### src/rtl/infra_pkg.sv
// Shared types for the infrastructure reset sequencer: FSM state encoding and
// a small elaboration helper used to size the shared cycle counter.
package infra_pkg;

  typedef enum logic [2:0] {
    S_MMCM_RST  = 3'd0,
    S_WAIT_LOCK = 3'd1,
    S_STRETCH   = 3'd2,
    S_IDELAY    = 3'd3,
    S_RELEASE   = 3'd4,
    S_RUN       = 3'd5
  } rst_state_e;

  localparam int unsigned LLC_W = 8;

  function automatic int unsigned max4(input int unsigned a, input int unsigned b,
                                       input int unsigned c, input int unsigned d);
    int unsigned m;
    m = a;
    if (b > m) m = b;
    if (c > m) m = c;
    if (d > m) m = d;
    return m;
  endfunction

endpackage

### src/rtl/infra_sync2.sv
// Two-flop synchroniser for asynchronous level inputs (lock / ready flags).
module infra_sync2 #(
  parameter int unsigned WIDTH = 1
) (
  input  logic             gclk,
  input  logic             grst_n,
  input  logic [WIDTH-1:0] d_i,
  output logic [WIDTH-1:0] q_o
);

  logic [WIDTH-1:0] meta_q;
  logic [WIDTH-1:0] sync_q;

  always_ff @(posedge gclk or negedge grst_n) begin
    if (!grst_n) begin
      meta_q <= '0;
      sync_q <= '0;
    end else begin
      meta_q <= d_i;
      sync_q <= meta_q;
    end
  end

  assign q_o = sync_q;

endmodule

### src/rtl/infra_rst_sequencer.sv
// Board bring-up sequencer: MMCM reset/lock, settle stretch, IDELAYCTRL ready,
// then staged release of NUM_RST domain resets. Lock loss or soft_rst restarts.
module infra_rst_sequencer
  import infra_pkg::*;
#(
  parameter int unsigned NUM_RST      = 4,
  parameter int unsigned MMCM_RST_CYC = 16,
  parameter int unsigned STRETCH_CYC  = 65535,
  parameter int unsigned STAGE_GAP    = 256,
  parameter int unsigned TIMEOUT_CYC  = 1048575
) (
  input  logic               sys_clk,
  input  logic               sys_rst_n,
  input  logic               pll_lock,
  input  logic               idelay_rdy,
  input  logic               soft_rst,
  output logic               mmcm_rst,
  output logic               idelay_rst,
  output logic [NUM_RST-1:0] rst_out,
  output logic               all_ready,
  output logic [LLC_W-1:0]   lock_loss_cnt,
  output logic [2:0]         state
);

  localparam int unsigned CNT_MAX = max4(MMCM_RST_CYC, STRETCH_CYC,
                                         NUM_RST * STAGE_GAP, TIMEOUT_CYC);
  localparam int unsigned CNT_W   = $clog2(CNT_MAX) + 1;

  localparam logic [CNT_W-1:0] MMCM_LAST    = CNT_W'(MMCM_RST_CYC - 1);
  localparam logic [CNT_W-1:0] STRETCH_LAST = CNT_W'(STRETCH_CYC - 1);
  // Timeout fires once the counter has reached TIMEOUT_CYC, i.e. a full
  // TIMEOUT_CYC cycles have elapsed with no lock/ready seen.
  localparam logic [CNT_W-1:0] TIMEOUT_LAST = CNT_W'(TIMEOUT_CYC);
  localparam logic [LLC_W-1:0] LLC_SAT      = '1;

  logic [1:0] async_in;
  logic [1:0] sync_out;
  logic       lock_s;
  logic       rdy_s;

  assign async_in = {idelay_rdy, pll_lock};

  infra_sync2 #(.WIDTH(1)) u_sync [1:0] (
    .gclk   (sys_clk),
    .grst_n (sys_rst_n),
    .d_i    (async_in),
    .q_o    (sync_out)
  );

  assign lock_s = sync_out[0];
  assign rdy_s  = sync_out[1];

  rst_state_e         state_q, state_d;
  logic [CNT_W-1:0]   cnt_q, cnt_d;
  logic               mmcm_rst_q, mmcm_rst_d;
  logic               idelay_rst_q, idelay_rst_d;
  logic [NUM_RST-1:0] rst_out_q, rst_out_d;
  logic               all_ready_q, all_ready_d;
  logic [LLC_W-1:0]   llc_q, llc_d;

  // Stage i releases on the edge that completes (i+1)*STAGE_GAP cycles in S_RELEASE.
  logic [NUM_RST-1:0] stage_hit;
  for (genvar g = 0; g < NUM_RST; g++) begin : g_stage
    localparam logic [CNT_W-1:0] HIT = CNT_W'((g + 1) * STAGE_GAP - 1);
    assign stage_hit[g] = (cnt_q == HIT);
  end

  logic lock_lost;
  logic restart;

  assign lock_lost = !lock_s && (state_q inside {S_STRETCH, S_IDELAY, S_RELEASE, S_RUN});
  assign restart   = lock_lost || soft_rst;

  always_comb begin
    state_d      = state_q;
    cnt_d        = cnt_q + CNT_W'(1);
    mmcm_rst_d   = mmcm_rst_q;
    idelay_rst_d = idelay_rst_q;
    rst_out_d    = rst_out_q;
    llc_d        = llc_q;
    all_ready_d  = 1'b0;

    case (state_q)
      S_MMCM_RST: begin
        if (cnt_q == MMCM_LAST) begin
          state_d    = S_WAIT_LOCK;
          mmcm_rst_d = 1'b0;
        end
      end
      S_WAIT_LOCK: begin
        if (lock_s) begin
          state_d = S_STRETCH;
        end else if (cnt_q == TIMEOUT_LAST) begin
          state_d    = S_MMCM_RST;
          mmcm_rst_d = 1'b1;
        end
      end
      S_STRETCH: begin
        if (cnt_q == STRETCH_LAST) begin
          state_d      = S_IDELAY;
          idelay_rst_d = 1'b0;
        end
      end
      S_IDELAY: begin
        if (rdy_s) begin
          state_d = S_RELEASE;
        end else if (cnt_q == TIMEOUT_LAST) begin
          state_d      = S_MMCM_RST;
          mmcm_rst_d   = 1'b1;
          idelay_rst_d = 1'b1;
        end
      end
      S_RELEASE: begin
        rst_out_d = rst_out_q & ~stage_hit;
        if (stage_hit[NUM_RST-1]) state_d = S_RUN;
      end
      S_RUN: ;
      default: state_d = S_MMCM_RST;
    endcase

    // Restart overrides any normal transition; a coincident soft_rst still
    // counts the lock loss exactly once.
    if (restart) begin
      state_d      = S_MMCM_RST;
      mmcm_rst_d   = 1'b1;
      idelay_rst_d = 1'b1;
      rst_out_d    = '1;
      if (lock_lost && llc_q != LLC_SAT) llc_d = llc_q + LLC_W'(1);
    end

    if (restart || state_d != state_q || state_q == S_RUN) cnt_d = '0;
    all_ready_d = (state_d == S_RUN);
  end

  always_ff @(posedge sys_clk or negedge sys_rst_n) begin
    if (!sys_rst_n) begin
      state_q      <= S_MMCM_RST;
      cnt_q        <= '0;
      mmcm_rst_q   <= 1'b1;
      idelay_rst_q <= 1'b1;
      rst_out_q    <= '1;
      all_ready_q  <= 1'b0;
      llc_q        <= '0;
    end else begin
      state_q      <= state_d;
      cnt_q        <= cnt_d;
      mmcm_rst_q   <= mmcm_rst_d;
      idelay_rst_q <= idelay_rst_d;
      rst_out_q    <= rst_out_d;
      all_ready_q  <= all_ready_d;
      llc_q        <= llc_d;
    end
  end

  assign mmcm_rst      = mmcm_rst_q;
  assign idelay_rst    = idelay_rst_q;
  assign rst_out       = rst_out_q;
  assign all_ready     = all_ready_q;
  assign lock_loss_cnt = llc_q;
  assign state         = state_q;

endmodule

### config.mk
export PLATFORM = sky130hd
export DESIGN_NAME = infra_rst_sequencer
export DESIGN_NICKNAME = d
export VERILOG_FILES = /design/src/rtl/infra_pkg.sv /design/src/rtl/infra_sync2.sv /design/src/rtl/infra_rst_sequencer.sv
export SDC_FILE = /design/constraint.sdc
export NUM_CORES = 1
export LEC_CHECK = 0
export ABC_AREA = 1
export BUFFER_PORTS_ARGS = -buffer_cell sky130_fd_sc_hd__clkbuf_2
export CORE_MARGIN = 2
export CORE_UTILIZATION = 40
export CTS_CLUSTER_DIAMETER = 40
export DETAILED_ROUTE_END_ITERATION = 16
export PLACE_DENSITY = 0.64
export SLEW_MARGIN = 20
export SYNTH_ARGS = -nofsm -noshare
export SYNTH_HDL_FRONTEND = slang
export SYNTH_SLANG_ARGS = --single-unit
### constraint.sdc
create_clock -name sys_clk -period 5 [get_ports sys_clk]
set_input_delay 0.5 -clock sys_clk [delete_from_list [all_inputs] [get_ports sys_clk]]
set_output_delay 0.5 -clock sys_clk [all_outputs]
set_load 0.005 [all_outputs]
# ---- After elaboration in Yosys (flattened, before gate mapping)
# Cells that the tools add are included.
dict set report word_totals {
  elab_cells 71
  input_bits 5
  out_inout_bits 18
  register_bits 43
}
dict set report classes {
  n_bitwise 2
  add_sub_neg 2
  eq_ne 20
  reduce_logical 14
  mux 22
}
# cell count
set ops {}
lappend ops {{$eq A21 B10 Y1 const B} 2}
lappend ops {{$add A21 B1 Y21 const B} 1}
lappend ops {{$eq A21 B16 Y1 const B} 1}
lappend ops {{$eq A21 B20 Y1 const B} 1}
lappend ops {{$eq A21 B4 Y1 const B} 1}
lappend ops {{$eq A21 B8 Y1 const B} 1}
lappend ops {{$eq A21 B9 Y1 const B} 1}
lappend ops {{$mux W21} 1}
lappend ops {{$mux W3} 7}
lappend ops {{$pmux W3 S6} 1}
lappend ops {{$eq A3 B3 Y1 const B} 3}
lappend ops {{$mux W1} 9}
lappend ops {{$ne A3 B3 Y1 const B} 3}
lappend ops {{$add A8 B1 Y8 const B} 1}
lappend ops {{$mux W4} 2}
lappend ops {{$ne A8 B8 Y1 const B} 1}
lappend ops {{$reduce_and A4 Y1} 2}
lappend ops {{$reduce_bool A4 Y1} 2}
lappend ops {{$eq A3 B2 Y1 const B} 2}
lappend ops {{$ne A3 B2 Y1 const B} 2}
lappend ops {{$and A4 B4 Y4} 1}
lappend ops {{$not A4 Y4} 1}
lappend ops {{$eq A3 B1 Y1 const B} 1}
lappend ops {{$logic_not A3 Y1} 1}
lappend ops {{other kinds (9)} 12}

# ---- Depth between registers and ports, before layout
# Gate-level depths: netlist (run 1).
dict set report depth {
  depth_word 9
  ltp_mapped 14
  mapped_depth_nobuf 13
}

# ---- Modules after synthesis
# Synthesis (run 1) repeated with hierarchy kept, for this count alone.
dict set report unflattened {
  cells_unflattened 274
  area_unflattened_um2 2309.7
}
# module instances cells_per_inst area_per_inst_um2 seq_area_each_um2
set by_module_without_submodules {}
lappend by_module_without_submodules {infra_rst_sequencer 1 270 2209.6 983.4}
lappend by_module_without_submodules {infra_sync2 2 2 50.0 50.0}

# ---- Least setup slack after synthesis (run 1)
# Ideal clock, no wire load.
dict set report synth_timing {
  path_type {register -> register}
  start {register cnt_q[0]}
  end {register cnt_q[14]}
  path_buffers 1
  period_less_slack_ps 1748
  setup_slack_ps 3252
  setup_time_ps 121
  path_stages_with_launch 12
  arrival_ps 1628
  required_ps 4879
  path_cell_list {dfrtp_1 > ha_1 > nand3_2 > nor2_2 > nand3_2 > nand2_2 > nand2_2 > o21ai_2 > nand2_2 > nand3_4 > buf_12 > nor2_2}
}
dict set report synth_between {
  elab_chain_cells 9
  elab_cells_between_ends 17
  cone_classes {1 x add/sub; 5 x eq/ne; 9 x mux; 2 x reduce/logical}
}
# item line_no
set synth_rtl {}
lappend synth_rtl {{from (decl)} infra_rst_sequencer.sv:54} ;# logic [CNT_W-1:0] cnt_q, cnt_d;
lappend synth_rtl {{from (signal assigned)} infra_rst_sequencer.sv:146} ;# cnt_q <= cnt_d;
lappend synth_rtl {{$eq A21 B20 Y1} {infra_rst_sequencer.sv:93, infra_rst_sequencer.sv:107}}
lappend synth_rtl {{$mux W3} {infra_rst_sequencer.sv:93, infra_rst_sequencer.sv:107}}
lappend synth_rtl {{$mux W3, on equally long branches} {infra_rst_sequencer.sv:105, infra_rst_sequencer.sv:91}}
lappend synth_rtl {{$pmux W3 S6} infra_rst_sequencer.sv:83} ;# case (state_q)
lappend synth_rtl {{$mux W3} infra_rst_sequencer.sv:123} ;# if (restart) begin
lappend synth_rtl {{$ne A3 B3 Y1} infra_rst_sequencer.sv:131} ;# if (restart || state_d != state_q || state_q == S_RUN) cnt_d = '0;
lappend synth_rtl {{$logic_or A1 B1 Y1 (2 in a row)} infra_rst_sequencer.sv:131}
lappend synth_rtl {{$mux W21 *} infra_rst_sequencer.sv:131}
lappend synth_rtl {{named net cnt_d[14]} infra_rst_sequencer.sv:54}
# Mark *: on every way through the listed nets, which the timed path passes. The rest lies on a longest branch.
# A chain may end at the register's enable or synchronous reset.

# ---- Worst setup path in the final report (run 1)
dict set report layout_timing {
  start {register cnt_q[0]}
  end {register cnt_q[20]}
}
# Same word-level chain as after synthesis.

==> summary.txt, run 1 <==
Route
  • Vias per cell: around 4.7
  • Via Count: 1748
  • DR pass1 iterations: 4
  • Total Wirelength: 4.39 mm
  • Drt initial violations: slightly above 70
  • Residual DRC: 0
  • Avg WL per Cell: 11.7 um
  • Antenna viol nets, final: 0

Synthesis
  • Commonest cells post-synth: nand2_1, dfrtp_1, nor2_1
  • Yosys warns: 0
  • Mux share of post-synthesis cell area: 0%
  • Number of synthesized flops with an enable pin: 0
  • Synth top area share: 39.9%
  • Post-synth ARST share: 100%
  • Synth Flop Type: dfrtp_1
  • Post-Synth Adder-Cell Area: 1.62%
  • Post-Synth XOR/XNOR Area: 9.43%
  • Top post-synthesis cells by area: dfrtp_1, nand2_1, dfstp_2, nor2_2, xor2_1
  • Post-synth cell types: 29
  • Post-Syn Nets: 283
  • #FFs+latches synth: 43
  • Cell taking the most area after synthesis: dfrtp_1
  • Simple-gate share of the synthesized area: 32.2%
  • Compound-Gate Fraction of Synth Area: between 2 and 3%
  • Mapped Cells: approximately 280
  • Cell Area, Synth: between 2000 and 2500 um2
  • Sequential area share after synthesis: 46.7%
  • Largest family of logic cells by synthesized area: simple AND/OR/NAND/NOR gates
  • Syn avg cell area: around 8.4 um2
  • Most frequent cell after synthesis: nand2_1

Status
  • Status: finished clean

GRT
  • Global-route wire length before repair: 7.76 mm
  • GRT Total Usage: 15.6%
  • Antenna violations before repair: 0
  • Global route total overflow: 0
  • Largest net degree at the start of global routing: 44
  • Number of global-route vias before repair: 1719

Setup path
  • Reg2reg path depth: 10
  • CP arrival: 2.24 ns
  • Worst-path fanout max: 21
  • End point of the critical path: cnt_q[20]$_DFF_PN0_
  • R2r setup slk: 2.93 ns
  • Crit Path Category: reg -> reg
  • RR Endpoint: cnt_q[20]$_DFF_PN0_
  • Worst Setup SP: cnt_q[0]$_DFF_PN0_
  • Worst reg2reg startpoint: cnt_q[0]$_DFF_PN0_
  • Worst setup EP type: flop
  • Worst path required time: 5.17 ns
  • Startpoint types: flop

CTS
  • Root buffer cell: clkbuf_8
  • CTS tree: done
  • Clock transition at path regs: 0.08 ns
  • Post-CTS Setup Inserts: 0
  • Post-CTS sizing: 0
  • CTS Buf Count: 5
  • Clock Sinks: 43
  • Worst-case clock buffer depth: 2
  • Hold-fix buffers, CTS: 0
  • Clk_lat worst skew: slightly below 0.3 ns
  • H-Tree Level Count: 2

Timing
  • Period utilisation layout: 41.5%
  • Setup-failing EPs final: 0
  • Max transition margin: 38.0%
  • Slew @ Worst Pin: 0.930 ns
  • Post-layout min period: 2.07 ns
  • Fin. Hold Viols: 0
  • Setup TNS: 0 ns
  • Max Transition Viols Final: 0
  • Layout Skew: between 0.007 and 0.008 ns
  • RSZ-0062 raised after global routing: no
  • Max frequency: 483 MHz

Power and ir drop
  • Peak supply drop: between 100 and 150 uV
  • Pwr per Cell Area: 253 nW/um2
  • Total power: 0.656 mW
  • P_leak: 1.20 nW

Place
  • IO Port Bufs: 22
  • Post-DP HPWL: 3.35 mm
  • Gp weighted congestion: 0.854

Cells and area
  • Area growth syn-to-layout: 11.8%
  • Fraction of layout cells with a size suffix above 1: 24.8%
  • # fillers: 564
  • Number of diodes: 0
  • NumNets Final: roughly 310

Floorplan
  • I/O pin count: 23
  • Die height: 80.2 um
  • Core area: ~5500 um2
  • Initial core utilization: between 40% and 50%
  • Die area: around 6400 um2
  • Row count: 27
  • Die width: 80.2 um

Hold path
  • Hold Path Class: in -> reg

Flow run
  • MaxCap Viol Count: 0
-- critical path: stages, from the launching register on --
cell and delay, ns:
dfrtp_1 0.41, ha_1 0.22, nand3_2 0.16, nor2_2 0.21, nand3_2 0.16, nand2_2 0.09, nand2_2 0.05, o21ai_2 0.20
nand2_2 0.09, nand3_4 0.28, nor2_1 0.07
-- layout make-up --
| type | count | area [um2] | share of cell area [%] |
|---|---|---|---|
| Inverter | 33 | 124 | 4.77 |
| Clock inverter | 2 | 35.0 | 1.35 |
| Clock buffer | 6 | 82.6 | 3.18 |
| Multi-Input combinational cell | 196 | 1070 | 41.3 |
| Sequential cell | 43 | 1080 | 41.7 |
| Tap cell | 72 | 90.1 | 3.47 |
| Timing Repair Buffer | 22 | 110 | 4.24 |
-- flip-flops by register name, summed over array words and instances, names as in the netlist --
| signal | count |
|---|---|
| idelay_rst | 1 |
| lock_loss_cnt | 8 |
| u_sync.q_o | 2 |
| u_sync.meta_q | 2 |
| mmcm_rst | 1 |
| cnt_q | 21 |
| all_ready | 1 |
| rst_out | 4 |
| state | 3 |
-- cell usage in the layout, fill, tap and decap left out, types with 2 or more instances in the layout --
cell type and count:
nor4_1 2, inv_1 29, dfstp_2 6, nand3_2 3, xor2_1 16, o21ai_0 8
nor2_2 23, clkbuf_8 6, nand3_1 15, nand2_2 6, clkbuf_2 21, nor3_1 4
ha_1 3, inv_2 3, nand4_1 4, nor2_1 35, dfrtp_1 37, nand2_1 59
xnor2_1 9
-- per-stage QoR --
| stage | std cells | setup WS [ns] | instance area, um2 | util [%] | hold WS [ns] |
|---|---|---|---|---|---|
| 2_1_floorplan | 275 | 3.25 | 2320 | - | 0.204 |
| 3_3_place_gp | 366 | 2.92 | 2480 | 44.7 | 0.332 |
| 3_5_place_dp | 366 | 2.89 | 2480 | 44.7 | 0.339 |
| 4_1_cts | 374 | 2.87 | 2600 | 46.9 | 0.296 |
| 5_1_grt | 374 | 2.69 | 2600 | 46.9 | 0.293 |
| 6_report | 374 | 2.93 | 2600 | 46.9 | 0.309 |
-- routing by layer --
metal,wire [um],global-route usage (%),part of all wire [%]
met4,118,7.29,2.7
met3,149,3.03,3.4
met5,0,0,0
met1,2120,21.3,48
met2,2000,23.8,46
-- worst min-delay path by stage --
stage,from,endpoint,slack [ns],depth (start not counted)
after floorplan,sys_rst_n,all_ready$_DFF_PN0_,0.20,0
after global placement,u_sync[0].meta_q$_DFF_PN0_,u_sync[0].q_o$_DFF_PN0_,0.33,0
after detailed placement,u_sync[1].meta_q$_DFF_PN0_,u_sync[1].q_o$_DFF_PN0_,0.34,0
after CTS,idelay_rdy,u_sync[1].meta_q$_DFF_PN0_,0.30,1
after global routing,idelay_rdy,u_sync[1].meta_q$_DFF_PN0_,0.29,1
final,idelay_rdy,u_sync[1].meta_q$_DFF_PN0_,0.31,1
-- power by group --
group | internal [mW] | switching (mW) | total, mW
logic | 0.00642 | 0.0171 | 0.0235
clock network | 0.162 | 0.115 | 0.276
registers | 0.353 | 0.00311 | 0.356
-- kinds of logic (layout without fill, tap and decap cells) --
family / count (synthesis) / in the layout
and+or+nand+nor: 156 / 156
DFF: 43 / 43
buffers and inverters: 36 / 63
xor gates and xnor gates: 25 / 25
AOI/OAI and AO/OA: 12 / 12
adders and majority gates: 3 / 3
Note: power is estimated with default switching activity, not from simulation.
==> run 2: changes to the inputs <==
--- a/config.mk
+++ b/config.mk
@@ -5,13 +5,13 @@
 export SDC_FILE = /design/constraint.sdc
 export NUM_CORES = 1
 export LEC_CHECK = 0
-export ABC_AREA = 1
+export ABC_AREA = 0
 export BUFFER_PORTS_ARGS = -buffer_cell sky130_fd_sc_hd__clkbuf_2
 export CORE_MARGIN = 2
 export CORE_UTILIZATION = 40
 export CTS_CLUSTER_DIAMETER = 40
 export DETAILED_ROUTE_END_ITERATION = 16
-export PLACE_DENSITY = 0.64
+export PLACE_DENSITY = 0.66
 export SLEW_MARGIN = 20
 export SYNTH_ARGS = -nofsm -noshare
 export SYNTH_HDL_FRONTEND = slang
==> constraint.sdc (replaced) <==
create_clock -name sys_clk -period 1.75 [get_ports sys_clk]
set_input_delay 0.175 -clock sys_clk [delete_from_list [all_inputs] [get_ports sys_clk]]
set_output_delay 0.175 -clock sys_clk [all_outputs]
set_load 0.005 [all_outputs]
==> summary.txt, run 2 <==
CTS
  • Worst-case clock buffer depth: 2 (unchanged)
  • Clock transition at path regs: 0.08 ns (about the same)
  • CTS Buf Count: 5 (unchanged)
  • H-Tree Level Count: 2 (unchanged)
  • Root buffer cell: clkbuf_8
  • Clk_lat worst skew: 0.30 ns (about the same)
  • CTS tree: done
  • Clock Sinks: 43 (unchanged)

Floorplan
  • Core area: 5510 um2 (-0.61%)
  • Row count: 27 (unchanged)
  • I/O pin count: 23 (unchanged)
  • Die area: 6340 um2 (-1.4%)
  • Die height: 79.6 um (-0.69%)
  • Initial core utilization: 41.6% (-0.36 points)
  • Die width: 79.6 um (-0.69%)

Timing
  • Max frequency: 452 MHz (-6.3%)
  • Slew @ Worst Pin: 0.519 ns (-0.411 ns)
  • Setup-failing EPs final: 29 (+29)
  • Fin. Hold Viols: 0 (unchanged)
  • Max Transition Viols Final: 0 (unchanged)
  • RSZ-0062 raised after global routing: yes
  • Worst Setup Slack, final: -0.462 ns (-3.39 ns)
  • Setup TNS: -10.56 ns (-10.56 ns)
  • Max transition margin: 65.4% (+27 points)
  • Post-layout min period: 2.21 ns (+0.139 ns)
  • Layout Skew: 0.00630 ns (-0.00131 ns)
  • Period utilisation layout: 126% (+85 points)

Setup path
  • CP cell instances: or4_4 > nor4_4 > nand4_1 > buf_4 > nand4b_1 > buf_6 > a21oi_1
  • Bufs and invs on worst path: 2 (+2)
  • Startpoint types: flop
  • Worst-path fanout max: 11 (-48%)
  • Worst setup EP type: flop
  • Crit Path Category: reg -> reg
  • Worst Setup SP: cnt_q[17]$_DFF_PN0_
  • CP max stage delay: 0.56 ns (+0.15 ns)
  • CP arrival: 2.40 ns (+0.16 ns)
  • Worst reg2reg startpoint: cnt_q[17]$_DFF_PN0_
  • Slowest CP cell: or4_4
  • Worst path required time: 1.94 ns (-3.23 ns)
  • Top Family by Delay on Critical Path: simple AND/OR/NAND/NOR gates

Synthesis
  • Cell taking the most area after synthesis: dfrtp_1
  • Post-synth cell types: 42 (+45%)
  • Commonest cells post-synth: dfrtp_1, a21oi_1, nand2_1
  • Top post-synthesis cells by area: dfrtp_1, dfstp_2, xor2_1, a21oi_1, xnor2_1
  • Cell Area, Synth: 2290 um2 (-1.5%)
  • Number of synthesized flops with an enable pin: 0 (unchanged)
  • Mapped Cells: 232 (-16%)
  • Synth top area share: 40.5% (+0.59 points)
  • #FFs+latches synth: 43 (unchanged)
  • Post-synth ARST share: 100% (unchanged)
  • Synth Flop Type: dfrtp_1
  • Sequential area share after synthesis: 47.3% (+0.69 points)
  • Most frequent cell after synthesis: dfrtp_1
  • Yosys warns: 0 (unchanged)
  • Post-Syn Nets: 240 (-15%)
  • Syn avg cell area: 9.86 um2 (+17%)

Place
  • Post-DP HPWL: 4.21 mm (+26%)
  • Gp weighted congestion: 0.854 (about the same)
  • Placed Cells: 380 (+3.8%)
  • DP Worst Slack: -0.746 ns (-3.63 ns)
  • IO Port Bufs: 22 (unchanged)

GRT
  • GRT Total Usage: 20.6% (+5.0 points)
  • Global route total overflow: 0 (unchanged)
  • Number of global-route vias before repair: 2100 (+22%)
  • Antenna violations before repair: 0 (unchanged)
  • Global-route wire length before repair: 10.1 mm (+30%)
  • Largest net degree at the start of global routing: 26 (-41%)

Power and ir drop
  • Pwr per Cell Area: 627 nW/um2 (+150%)
  • Peak supply drop: 461 uV (+230%)
  • P_leak: 1.45 nW (+20%)

Cells and area
  • Most common cell after layout, fill and taps aside: buf_4
  • Most frequent cells in the layout: buf_4, dfrtp_1, clkbuf_2, nand2_1, a21oi_1
  • Final cell count without fillers: 401 (+7.2%)
  • Area growth syn-to-layout: 43.8%
  • Biggest register: cnt_q
  • NumNets Final: 336 (+8.7%)
  • Fraction of layout cells with a size suffix above 1: 42.2% (+17 points)
  • Max reg flops: 21 (unchanged)
  • Number of diodes: 0 (unchanged)

Hold path
  • Hold_sp: soft_rst
  • Hold Path Class: in -> reg

Route
  • Vias per cell: 5.33 (+14%)
  • Avg WL per Cell: 15.0 um (+27%)
  • Total Wirelength: 6.00 mm (+37%)
  • Antenna viol nets, final: 0 (unchanged)
  • Drt initial violations: 90 (+27%)
  • DR pass1 iterations: 4 (unchanged)
  • Via Count: 2136 (+22%)
  • Residual DRC: 0 (unchanged)

Flow run
  • MaxCap Viol Count: 0 (unchanged)

Status
  • Status: finished with violations
  • Violated checks: setup timing
==> run 2: what timing repair did <==
item,CTS,global route
hold buffers,3,0
cloned,1,0
hold endpoints to repair,19,0
buffers inserted,8,4
endpoints found under the setup margin,30,32
gates resized for setup,14,7
pin swaps,8,4
==> run 2: kinds of logic (layout without fill, tap and decap cells) <==
group / count (synthesis) / after routing / share of synthesized area, %
flops: 43 / 43 / 47.3
compound gates: 37 / 38 / 10.4
mux: 1 / 1 / 0.492
simple gates: 104 / 104 / 26.2
buf+inv: 17 / 113 / 3.55
fa+ha+maj: 3 / 3 / 1.64
xor+xnor: 27 / 27 / 10.3
==> run 2: layout make-up <==
cell class / count / area [um2]
timing repair buffer: 99 / 727
sequential: 43 / 1080
tap: 72 / 90.1
fill: 465 / 2220
multi-input combinational: 173 / 1230
inverter: 6 / 22.5
clock inverter: 3 / 67.6
clock buffer: 5 / 68.8
==> run 2: where the power goes <==
| group | total, mW | switching (mW) | leakage (nW) | internal [mW] |
|---|---|---|---|---|
| Clock | 0.927 | 0.358 | 0.0644 | 0.569 |
| Combinational | 0.115 | 0.0628 | 0.817 | 0.0520 |
| Sequential | 1.02 | 0.0124 | 0.564 | 1.01 |
==> run 2: worst reg2reg max path, delay by kind of cell (launching register included) <==
family	cells	cell delay (ns)
DFF	1	0.39
buffers and inverters	2	0.39
AOI/OAI and AO/OA	1	0.08
and+or+nand+nor	4	1.23
==> run 2: worst paths after layout <==
| check | cells after the start | slack, ns | to |
|---|---|---|---|
| worst max-delay path | 7 | -0.46 | cnt_q[13]$_DFF_PN0_ |
| worst min-delay path | 3 | 0.17 | state[1]$_DFF_PN0_ |
| worst max register to register | 7 | -0.46 | cnt_q[13]$_DFF_PN0_ |
| worst min register to register | 0 | 0.36 | u_sync[0].q_o$_DFF_PN0_ |
| max in group asynchronous | 3 | 0.80 | idelay_rst$_DFFE_PN1P_ |
| min in group asynchronous | 2 | 0.37 | cnt_q[3]$_DFF_PN0_ |
==> run 2: metrics by stage <==
step	area (um2)	power, mW	util (%)	hold slack [ns]
after floorplan	2340	1.08	-	-0.121
final	3290	2.06	59.8	0.171
after global placement	2980	1.14	54.0	0.159
after global routing	3290	2.13	59.8	0.186
after CTS	3250	2.08	59.0	0.165
after detailed placement	2980	1.15	54.0	0.170
==> run 2: routing by layer <==
layer  vias to the layer above  global-route usage [%]  share of wire (%)
met5                         -                       0                  0
met4                         0                    7.07                1.4
met3                         6                    2.83                2.8
met2                        36                    33.9                 51
met1                      1073                    27.9                 45
li1                       1021                       -                  -
